==> src/rtl/axilite_pkg.sv <==
// Shared constants and state types for the AXI4-Lite CSR responder.
package axilite_pkg;

  localparam logic [1:0] RESP_OKAY   = 2'b00;
  localparam logic [1:0] RESP_SLVERR = 2'b10;

  // Word index of each register, i.e. byte offset bits [4:2].
  localparam logic [2:0] CTRL_OFS     = 3'd0;
  localparam logic [2:0] PRESCALE_OFS = 3'd1;
  localparam logic [2:0] STATUS_OFS   = 3'd2;
  localparam logic [2:0] IRQ_PEND_OFS = 3'd3;
  localparam logic [2:0] IRQ_MASK_OFS = 3'd4;

  typedef enum logic {W_IDLE, W_RESP} wr_state_e;
  typedef enum logic {R_IDLE, R_RESP} rd_state_e;

  function automatic logic [31:0] strb_mask(input logic [3:0] strb);
    logic [31:0] m;
    for (int unsigned i = 0; i < 4; i++) m[i*8 +: 8] = {8{strb[i]}};
    return m;
  endfunction

endpackage

==> src/rtl/axilite_slave_if.sv <==
// AXI4-Lite channel handling: write/read FSMs and AW/W capture, exposing a
// simple single-cycle register access port to the register file.
module axilite_slave_if
  import axilite_pkg::*;
#(
  parameter int unsigned ADDR_WIDTH = 8
) (
  input  logic                  aclk,
  input  logic                  areset,
  input  logic [ADDR_WIDTH-1:0] s_axil_awaddr,
  input  logic                  s_axil_awvalid,
  output logic                  s_axil_awready,
  input  logic [31:0]           s_axil_wdata,
  input  logic [3:0]            s_axil_wstrb,
  input  logic                  s_axil_wvalid,
  output logic                  s_axil_wready,
  output logic [1:0]            s_axil_bresp,
  output logic                  s_axil_bvalid,
  input  logic                  s_axil_bready,
  input  logic [ADDR_WIDTH-1:0] s_axil_araddr,
  input  logic                  s_axil_arvalid,
  output logic                  s_axil_arready,
  output logic [31:0]           s_axil_rdata,
  output logic [1:0]            s_axil_rresp,
  output logic                  s_axil_rvalid,
  input  logic                  s_axil_rready,
  output logic                  wr_en_o,
  output logic [ADDR_WIDTH-1:0] wr_addr_o,
  output logic [31:0]           wr_data_o,
  output logic [3:0]            wr_strb_o,
  input  logic                  wr_err_i,
  output logic                  rd_en_o,
  output logic [ADDR_WIDTH-1:0] rd_addr_o,
  input  logic [31:0]           rd_data_i,
  input  logic                  rd_err_i
);

  wr_state_e             wstate_q, wstate_d;
  rd_state_e             rstate_q, rstate_d;
  logic                  awready_q, awready_d, wready_q, wready_d;
  logic                  aw_held_q, aw_held_d, w_held_q, w_held_d;
  logic [ADDR_WIDTH-1:0] awaddr_q, awaddr_d;
  logic [31:0]           wdata_q, wdata_d;
  logic [3:0]            wstrb_q, wstrb_d;
  logic                  bvalid_q, bvalid_d;
  logic [1:0]            bresp_q, bresp_d;
  logic                  arready_q, arready_d, rvalid_q, rvalid_d;
  logic [31:0]           rdata_q, rdata_d;
  logic [1:0]            rresp_q, rresp_d;
  logic                  aw_hs, w_hs, ar_hs, have_aw, have_w;

  assign aw_hs   = s_axil_awvalid && awready_q;
  assign w_hs    = s_axil_wvalid && wready_q;
  assign ar_hs   = s_axil_arvalid && arready_q;
  assign have_aw = aw_held_q || aw_hs;
  assign have_w  = w_held_q || w_hs;

  always_comb begin
    wstate_d  = wstate_q;
    awready_d = awready_q;
    wready_d  = wready_q;
    aw_held_d = aw_held_q;
    w_held_d  = w_held_q;
    awaddr_d  = awaddr_q;
    wdata_d   = wdata_q;
    wstrb_d   = wstrb_q;
    bvalid_d  = bvalid_q;
    bresp_d   = bresp_q;
    wr_en_o   = 1'b0;
    wr_addr_o = aw_held_q ? awaddr_q : s_axil_awaddr;
    wr_data_o = w_held_q ? wdata_q : s_axil_wdata;
    wr_strb_o = w_held_q ? wstrb_q : s_axil_wstrb;
    case (wstate_q)
      W_IDLE: begin
        if (aw_hs) begin
          aw_held_d = 1'b1;
          awaddr_d  = s_axil_awaddr;
        end
        if (w_hs) begin
          w_held_d = 1'b1;
          wdata_d  = s_axil_wdata;
          wstrb_d  = s_axil_wstrb;
        end
        // Commit on whichever edge completes the second handshake.
        if (have_aw && have_w) begin
          wr_en_o   = 1'b1;
          aw_held_d = 1'b0;
          w_held_d  = 1'b0;
          awready_d = 1'b0;
          wready_d  = 1'b0;
          bvalid_d  = 1'b1;
          bresp_d   = wr_err_i ? RESP_SLVERR : RESP_OKAY;
          wstate_d  = W_RESP;
        end else begin
          awready_d = !have_aw;
          wready_d  = !have_w;
        end
      end
      W_RESP: begin
        if (s_axil_bready) begin
          bvalid_d  = 1'b0;
          awready_d = 1'b1;
          wready_d  = 1'b1;
          wstate_d  = W_IDLE;
        end
      end
      default: wstate_d = W_IDLE;
    endcase
  end

  always_comb begin
    rstate_d  = rstate_q;
    arready_d = arready_q;
    rvalid_d  = rvalid_q;
    rdata_d   = rdata_q;
    rresp_d   = rresp_q;
    rd_en_o   = 1'b0;
    rd_addr_o = s_axil_araddr;
    case (rstate_q)
      R_IDLE: begin
        arready_d = 1'b1;
        if (ar_hs) begin
          rd_en_o   = 1'b1;
          rdata_d   = rd_data_i;
          rresp_d   = rd_err_i ? RESP_SLVERR : RESP_OKAY;
          rvalid_d  = 1'b1;
          arready_d = 1'b0;
          rstate_d  = R_RESP;
        end
      end
      R_RESP: begin
        if (s_axil_rready) begin
          rvalid_d  = 1'b0;
          arready_d = 1'b1;
          rstate_d  = R_IDLE;
        end
      end
      default: rstate_d = R_IDLE;
    endcase
  end

  always_ff @(posedge aclk) begin
    if (areset) begin
      wstate_q  <= W_IDLE;
      awready_q <= 1'b0;
      wready_q  <= 1'b0;
      aw_held_q <= 1'b0;
      w_held_q  <= 1'b0;
      awaddr_q  <= '0;
      wdata_q   <= '0;
      wstrb_q   <= '0;
      bvalid_q  <= 1'b0;
      bresp_q   <= RESP_OKAY;
      rstate_q  <= R_IDLE;
      arready_q <= 1'b0;
      rvalid_q  <= 1'b0;
      rdata_q   <= '0;
      rresp_q   <= RESP_OKAY;
    end else begin
      wstate_q  <= wstate_d;
      awready_q <= awready_d;
      wready_q  <= wready_d;
      aw_held_q <= aw_held_d;
      w_held_q  <= w_held_d;
      awaddr_q  <= awaddr_d;
      wdata_q   <= wdata_d;
      wstrb_q   <= wstrb_d;
      bvalid_q  <= bvalid_d;
      bresp_q   <= bresp_d;
      rstate_q  <= rstate_d;
      arready_q <= arready_d;
      rvalid_q  <= rvalid_d;
      rdata_q   <= rdata_d;
      rresp_q   <= rresp_d;
    end
  end

  assign s_axil_awready = awready_q;
  assign s_axil_wready  = wready_q;
  assign s_axil_bvalid  = bvalid_q;
  assign s_axil_bresp   = bresp_q;
  assign s_axil_arready = arready_q;
  assign s_axil_rvalid  = rvalid_q;
  assign s_axil_rdata   = rdata_q;
  assign s_axil_rresp   = rresp_q;

endmodule

==> src/rtl/axilite_csr_slave.sv <==
// Control/status register file of the AXIS-I2C bridge behind an AXI4-Lite
// responder: CTRL, PRESCALE, STATUS, sticky IRQ_PEND (W1C) and IRQ_MASK.
module axilite_csr_slave
  import axilite_pkg::*;
#(
  parameter int unsigned ADDR_WIDTH     = 8,
  parameter int unsigned IRQ_WIDTH      = 4,
  parameter logic [31:0] CTRL_RESET     = 32'h0,
  parameter logic [15:0] PRESCALE_RESET = 16'd250
) (
  input  logic                  aclk,
  input  logic                  areset,
  input  logic [ADDR_WIDTH-1:0] s_axil_awaddr,
  input  logic [2:0]            s_axil_awprot,
  input  logic                  s_axil_awvalid,
  output logic                  s_axil_awready,
  input  logic [31:0]           s_axil_wdata,
  input  logic [3:0]            s_axil_wstrb,
  input  logic                  s_axil_wvalid,
  output logic                  s_axil_wready,
  output logic [1:0]            s_axil_bresp,
  output logic                  s_axil_bvalid,
  input  logic                  s_axil_bready,
  input  logic [ADDR_WIDTH-1:0] s_axil_araddr,
  input  logic [2:0]            s_axil_arprot,
  input  logic                  s_axil_arvalid,
  output logic                  s_axil_arready,
  output logic [31:0]           s_axil_rdata,
  output logic [1:0]            s_axil_rresp,
  output logic                  s_axil_rvalid,
  input  logic                  s_axil_rready,
  output logic [31:0]           ctrl_o,
  output logic [15:0]           prescale_o,
  input  logic [31:0]           status_i,
  input  logic [IRQ_WIDTH-1:0]  irq_set_i,
  output logic                  irq_o
);

  logic                  wr_en, rd_en, wr_err, rd_err, wr_hit, rd_hit;
  logic [ADDR_WIDTH-1:0] wr_addr, rd_addr;
  logic [31:0]           wr_data, rd_data, bmask;
  logic [3:0]            wr_strb;
  logic [2:0]            wr_idx, rd_idx;

  logic [31:0]           ctrl_q, ctrl_d;
  logic [15:0]           prescale_q, prescale_d;
  logic [IRQ_WIDTH-1:0]  pend_q, pend_d, pend_clr, mask_q, mask_d;
  logic                  irq_q, irq_d;

  axilite_slave_if #(.ADDR_WIDTH(ADDR_WIDTH)) u_if (
    .aclk           (aclk),
    .areset         (areset),
    .s_axil_awaddr  (s_axil_awaddr),
    .s_axil_awvalid (s_axil_awvalid),
    .s_axil_awready (s_axil_awready),
    .s_axil_wdata   (s_axil_wdata),
    .s_axil_wstrb   (s_axil_wstrb),
    .s_axil_wvalid  (s_axil_wvalid),
    .s_axil_wready  (s_axil_wready),
    .s_axil_bresp   (s_axil_bresp),
    .s_axil_bvalid  (s_axil_bvalid),
    .s_axil_bready  (s_axil_bready),
    .s_axil_araddr  (s_axil_araddr),
    .s_axil_arvalid (s_axil_arvalid),
    .s_axil_arready (s_axil_arready),
    .s_axil_rdata   (s_axil_rdata),
    .s_axil_rresp   (s_axil_rresp),
    .s_axil_rvalid  (s_axil_rvalid),
    .s_axil_rready  (s_axil_rready),
    .wr_en_o        (wr_en),
    .wr_addr_o      (wr_addr),
    .wr_data_o      (wr_data),
    .wr_strb_o      (wr_strb),
    .wr_err_i       (wr_err),
    .rd_en_o        (rd_en),
    .rd_addr_o      (rd_addr),
    .rd_data_i      (rd_data),
    .rd_err_i       (rd_err)
  );

  // Only bits [4:2] select a register; anything set above bit 4 misses.
  assign wr_idx = wr_addr[4:2];
  assign rd_idx = rd_addr[4:2];
  assign wr_hit = ((wr_addr >> 5) == '0) && (wr_idx <= IRQ_MASK_OFS);
  assign rd_hit = ((rd_addr >> 5) == '0) && (rd_idx <= IRQ_MASK_OFS);
  assign wr_err = !wr_hit;
  assign rd_err = !rd_hit;

  always_comb begin
    rd_data = '0;
    if (rd_hit) begin
      case (rd_idx)
        CTRL_OFS:     rd_data = ctrl_q;
        PRESCALE_OFS: rd_data[15:0] = prescale_q;
        STATUS_OFS:   rd_data = status_i;
        IRQ_PEND_OFS: rd_data[IRQ_WIDTH-1:0] = pend_q;
        IRQ_MASK_OFS: rd_data[IRQ_WIDTH-1:0] = mask_q;
        default:      rd_data = '0;
      endcase
    end
  end

  always_comb begin
    ctrl_d     = ctrl_q;
    prescale_d = prescale_q;
    mask_d     = mask_q;
    pend_clr   = '0;
    bmask      = strb_mask(wr_strb);
    if (wr_en && wr_hit) begin
      case (wr_idx)
        CTRL_OFS:     ctrl_d = (ctrl_q & ~bmask) | (wr_data & bmask);
        PRESCALE_OFS: prescale_d = (prescale_q & ~bmask[15:0]) | (wr_data[15:0] & bmask[15:0]);
        IRQ_PEND_OFS: pend_clr = wr_data[IRQ_WIDTH-1:0] & bmask[IRQ_WIDTH-1:0];
        IRQ_MASK_OFS: mask_d = (mask_q & ~bmask[IRQ_WIDTH-1:0])
                             | (wr_data[IRQ_WIDTH-1:0] & bmask[IRQ_WIDTH-1:0]);
        default: ;
      endcase
    end
    // A set pulse on the same edge as its clear keeps the flag.
    pend_d = (pend_q & ~pend_clr) | irq_set_i;
    irq_d  = |(pend_q & mask_q);
  end

  always_ff @(posedge aclk) begin
    if (areset) begin
      ctrl_q     <= CTRL_RESET;
      prescale_q <= PRESCALE_RESET;
      pend_q     <= '0;
      mask_q     <= '0;
      irq_q      <= 1'b0;
    end else begin
      ctrl_q     <= ctrl_d;
      prescale_q <= prescale_d;
      pend_q     <= pend_d;
      mask_q     <= mask_d;
      irq_q      <= irq_d;
    end
  end

  assign ctrl_o     = ctrl_q;
  assign prescale_o = prescale_q;
  assign irq_o      = irq_q;

  logic unused_sig;
  assign unused_sig = ^{s_axil_awprot, s_axil_arprot, wr_addr[1:0], rd_addr[1:0], rd_en};

endmodule

==> config.mk <==
export PLATFORM = sky130hd
export DESIGN_NAME = axilite_csr_slave
export DESIGN_NICKNAME = d
export VERILOG_FILES = /design/src/rtl/axilite_pkg.sv /design/src/rtl/axilite_slave_if.sv /design/src/rtl/axilite_csr_slave.sv
export SDC_FILE = /design/constraint.sdc
export NUM_CORES = 1
export LEC_CHECK = 0
export CAP_MARGIN = 20
export CORE_MARGIN = 2
export CORE_UTILIZATION = 35
export DETAILED_ROUTE_END_ITERATION = 10
export GPL_ROUTABILITY_DRIVEN = 0
export GPL_TIMING_DRIVEN = 0
export PLACE_DENSITY = 0.72
export SETUP_SLACK_MARGIN = 0.15
export SYNTH_ARGS = -nofsm -noshare
export SYNTH_HDL_FRONTEND = slang
export SYNTH_HIERARCHICAL = 1
export SYNTH_SLANG_ARGS = --single-unit
==> constraint.sdc <==
create_clock -name aclk -period 6.7 [get_ports aclk]
set_input_delay 0.67 -clock aclk [delete_from_list [all_inputs] [get_ports aclk]]
set_output_delay 0.67 -clock aclk [all_outputs]
set_load 0.02 [all_outputs]
==> results.ini, run 1 <==
[status]
outcome=finished clean

[routing]
wl_per_cell_um=17.3
antenna_left=0
num_vias=6374
drt-total-wl_um=21700
drt_iter0_drc=370
vias_per_cell=5.09
drcViolationCount=0
firstDrtPassIters=5

[global_routing]
grt_pass1_vias=6167
grt_pass1_wl_um=32900
overflow=0
grt_antenna_before_repair=0
grt.total_usage=0.211
grt_max_degree=17

[critical_path]
crit_family=simple AND/OR/NAND/NOR gates
crit_fanout=10
cp.required_ns=7.05
cpPeakStageDelay_ns=0.59
r2r_start=u_if/s_axil_awready
endpoint_kind=flip-flop
r2r_cells=8
r2r_slack_ns=4.14
cp_num_buf_inv=4
cp-start-kind=input pin
worstPathCellList=clkdlybuf4s50_1 -> a21oi_1 -> or3_1 -> inv_2 -> buf_2 -> nor3b_2 -> and4_1 -> buf_2 -> mux2i_1
crit_slowest_cell=nor3b_2
critPathKind=input pin to flip-flop
cpMostUsedCell=buf_2
startpoint=s_axil_wvalid
arrival_ns=3.25

[clock_network]
post_cts_buffers=0
clock_sinks=142
cts_buffer_depth=2
holdBufCountCts=0
clockRootBuffer=clkbuf_16
cts_tree=built
cts_resized=0
cts_made_buffers=17
clk_pin_slew_ns=0.06
insertion_delay_ns=0.43
htreeDepth=4

[finish]
design_area_mm2=0.00946
final_common_cell=clkdlybuf4s50_1
area_delta_synth_final_pct=39.6
final_cell_mix=clkdlybuf4s50_1, nand2_1, dfxtp_1
drive_above_1_share=0.135
fin_nets=1082
diodes=0

[hold_path]
whs_endpoint=u_if/wdata_q[13]
hp-class=flip-flop to flip-flop
min_path_cells=2
min_from=u_if/wdata_q[13]

[placed_design]
hpwl_um=16500
io_buffers=171
dp_worst_setup_slack_ns=3.39
place_area_mm2=0.00882

[die]
die_w_um=143
chipHeight_um=143
ios=191
fp-row-count=50
core_area_mm2=0.0188
initial_core_util=0.360
die_area_mm2=0.0205

[sta]
hold_viol=0
setup-violations-final=0
layout_min_cycle_time_ns=2.89
setup_ws_ns=3.81
rsz0062_at_grt=false
tns_ns=0
relSlewSlack=0.405
fin_crit_sh=0.431
slew_violations=0
clock-skew-final_ns=0.00557
clock.fmax_mhz=346
tightest_slew_ns=0.890

[power]
power_density_mw_per_mm2=233
total_power_uw=2200
irDropWorstVdd_v=0.000190
p_leak_uw=0.00334

[yosys]
synth_area_mm2=0.00678
syn_inst=790
synth_area_per_cell_um2=8.58
ys.warnings.count=6

[flow_run]
max-cap-violations=0

[report_power, final]
group          internal [µW]  switching [µW]
registers                867            12.5
clock network            676             362
logic                    134             152
[worst min-delay path: cells and delay by family, from the launching register on]
family,cells,cell delay [ns]
DFF,1,0.30
and+or+nand+nor,1,0.05
AOI/OAI and AO/OA,1,0.05
[worst max-delay path by stage]
stage | endpoint | slack, ns | cells after the start
2_1_floorplan | flip-flop | 4.27 | 9
3_3_place_gp | flip-flop | 3.46 | 9
3_5_place_dp | flip-flop | 3.39 | 9
4_1_cts | flip-flop | 3.84 | 9
5_1_grt | flip-flop | 3.65 | 9
6_report | flip-flop | 3.81 | 9
[through the flow]
step	util	instances	hold slack [ns]
after floorplan	-	791	0.433
after global placement	0.468	1222	0.438
after detailed placement	0.468	1222	0.443
after CTS	0.503	1253	0.452
after global routing	0.503	1253	0.467
final	0.503	1253	0.452
[area by class of cell]
cell class,instances,area (µm²)
Fill cell,1799,9370
Multi-Input combinational cell,566,3470
Clock inverter,11,189
Clock buffer,20,457
Inverter,9,33.8
Sequential cell,142,2840
Timing Repair Buffer,171,1710
Tap cell,260,325
Buffer,74,430
[per-layer routing]
layer	up-vias	track usage	wire length [µm]
li1	3135	-	-
met1	2985	0.266	9430
met2	229	0.348	10200
met3	25	0.0681	1790
met4	0	0.0537	303
met5	-	0	0
Note: power is estimated with default switching activity, not from simulation.
==> run 2: changes to the inputs <==
--- a/config.mk
+++ b/config.mk
@@ -11,7 +11,7 @@
 export DETAILED_ROUTE_END_ITERATION = 10
 export GPL_ROUTABILITY_DRIVEN = 0
 export GPL_TIMING_DRIVEN = 0
-export PLACE_DENSITY = 0.72
+export PLACE_DENSITY = 0.75
 export SETUP_SLACK_MARGIN = 0.15
 export SYNTH_ARGS = -nofsm -noshare
 export SYNTH_HDL_FRONTEND = slang
==> constraint.sdc (replaced) <==
create_clock -name aclk -period 2.4 [get_ports aclk]
set_input_delay 0.24 -clock aclk [delete_from_list [all_inputs] [get_ports aclk]]
set_output_delay 0.24 -clock aclk [all_outputs]
set_load 0.02 [all_outputs]
==> run 2 against run 1 <==
Effect of this change:
- worst setup slack worse by 3.6 ns
- routed wire length is 0.61% higher
- cell count is 0.16% higher
- highest routed layer unchanged
==> results.ini, run 2 (same netlist as run 1, synthesis figures left out) <==
[status]
outcome=finished clean

[sta]
layout_min_cycle_time_ns=2.21
clock-skew-final_ns=0.00732  ; +0.00175 ns
fin_crit_sh=0.921
rsz0062_at_grt=true
setup_ws_ns=0.189  ; -3.62 ns
slew_violations=0  ; unchanged
setup-violations-final=0  ; unchanged
clock.fmax_mhz=452
hold_viol=0  ; unchanged
tns_ns=0  ; unchanged
relSlewSlack=0.612  ; +0.207
tightest_slew_ns=0.581  ; -0.309 ns

[clock_network]
clockRootBuffer=clkbuf_16
holdBufCountCts=0  ; unchanged
cts_made_buffers=17  ; unchanged
cts_buffer_depth=2  ; unchanged
clk_pin_slew_ns=0.06  ; about the same
clock_sinks=142  ; unchanged
htreeDepth=4  ; unchanged
cts_tree=built
insertion_delay_ns=0.42  ; about the same

[routing]
drt-total-wl_um=21800  ; +0.61%
firstDrtPassIters=5  ; unchanged
vias_per_cell=5.19  ; +2.0%
num_vias=6509  ; +2.1%
antenna_left=0  ; unchanged
drcViolationCount=0  ; unchanged
wl_per_cell_um=17.4  ; +0.45%
drt_iter0_drc=460  ; +24%

[finish]
final_core_util=0.506  ; +0.00326
drive_above_1_share=0.146  ; +0.0108
final_common_cell=clkdlybuf4s50_1
nFillCells=1762  ; -2.1%
diodes=0  ; unchanged
area_delta_synth_final_pct=40.5
fin_nets=1083  ; +0.092%
final_cell_mix=clkdlybuf4s50_1, nand2_1, dfxtp_1

[power]
irDropWorstVdd_v=0.000556  ; +190%
power_density_mw_per_mm2=623  ; +170%
p_leak_uw=0.00336  ; +0.61%

[critical_path]
worstPathCellList=buf_6 -> or3_4 -> inv_2 -> buf_6 -> or3b_1 -> clkbuf_4 -> buf_6 -> o31ai_1 -> a21oi_1
startpoint=u_if/wstate_q
r2r_start=u_if/wstate_q
critPathKind=flip-flop to flip-flop
crit_fanout=10  ; unchanged
arrival_ns=2.49  ; -0.76 ns
cpPeakStageDelay_ns=0.40  ; -0.19 ns
cp-start-kind=flip-flop
cp.required_ns=2.68  ; -4.37 ns
r2r_slack_ns=0.19  ; -3.95 ns
crit_slowest_cell=or3_4
cpMostUsedCell=buf_6
r2r_cells=9  ; +1
endpoint_kind=flip-flop

[die]
ios=191  ; unchanged
die_area_mm2=0.0205  ; unchanged
die_w_um=143  ; unchanged
chipHeight_um=143  ; unchanged
initial_core_util=0.360  ; unchanged
fp-row-count=50  ; unchanged
core_area_mm2=0.0188  ; unchanged

[global_routing]
grt_pass1_vias=6175  ; +0.13%
top_usage_layer=met2
grtUsageMet1=0.268  ; +0.00167
grt.total_usage=0.210  ; -0.00143
overflow=0  ; unchanged
grt.met2_usage=0.345  ; -0.00277
grt_pass1_wl_um=32900  ; unchanged
grt_max_degree=17  ; unchanged
grt_antenna_before_repair=0  ; unchanged
met3_usage=0.0506  ; -0.0174

[placed_design]
dp_worst_setup_slack_ns=-0.402  ; -3.80 ns
hpwl_um=16400  ; -0.63%
io_buffers=171  ; unchanged

[flow_run]
max-cap-violations=0  ; unchanged

[hold_path]
hp-class=input pin to flip-flop

[run 2: changes by cell type in the layout (fill, tap and decap cells not counted), sizes merged]
cell | before | now
clkbuf | 48 | 53
clkinvlp | 2 | 0
buf | 46 | 47
bufinv | 5 | 3
[run 2: repair_timing]
item / in CTS / in global routing
setup buffers: 2 / 0
endpoints found under the setup margin: 48 / 33
pin swaps: 1 / 0
resized for setup: 7 / 22
[run 2: worst min path at each step]
stage,from,to,depth (start not counted)
2_1_floorplan,s_axil_rready,u_if/s_axil_rvalid,1
3_5_place_dp,u_if/wdata_q[15],u_if/wdata_q[15],2
5_1_grt,areset,u_if/s_axil_bresp[1],3
6_report,areset,u_if/s_axil_bresp[1],3
4_1_cts,areset,u_if/s_axil_bresp[1],3
3_3_place_gp,u_if/wdata_q[18],u_if/wdata_q[18],2
[run 2: area by class of cell]
| type | instances | area (µm²) | share of cell area |
|---|---|---|---|
| plain buffers | 73 | 453 | 0.0476 |
| multi-input cells | 566 | 3560 | 0.373 |
| inverters | 9 | 33.8 | 0.00355 |
| clock buffers | 25 | 475 | 0.0499 |
| well taps | 260 | 325 | 0.0342 |
| clock inverters | 7 | 110 | 0.0116 |
| flip-flops and latches | 142 | 2850 | 0.299 |
| repair buffers | 173 | 1730 | 0.181 |
[run 2: report_power, final]
part           total (µW)  switching, µW  internal (µW)
combinational         818            431            386
sequential           2460           35.7           2420
clock                2660            973           1680
[run 2: per-layer routing]
metal / vias to the layer above / wire (µm)
li1: 3148 / -
met1: 3082 / 9460
met2: 238 / 10200
met3: 41 / 1570
met4: 0 / 549
met5: - / 0
[run 2: metrics by stage]
| step | power [µW] | instances | hold WS, ns | cell area, µm² |
|---|---|---|---|---|
| final | 5930 | 1255 | 0.175 | 9530 |
| after CTS | 5960 | 1255 | 0.158 | 9440 |
| after global placement | 3280 | 1222 | 0.438 | 8820 |
| after global routing | 6150 | 1255 | 0.206 | 9530 |
| after floorplan | 2970 | 791 | 0.339 | 6780 |
| after detailed placement | 3290 | 1222 | 0.447 | 8820 |
[run 2: worst max-delay path: cells and delay by family, from the launching register on]
kind | cells | cell delay (ns)
buf+inv | 5 | 0.69
flops | 1 | 0.30
simple gates | 2 | 0.74
compound gates | 2 | 0.34
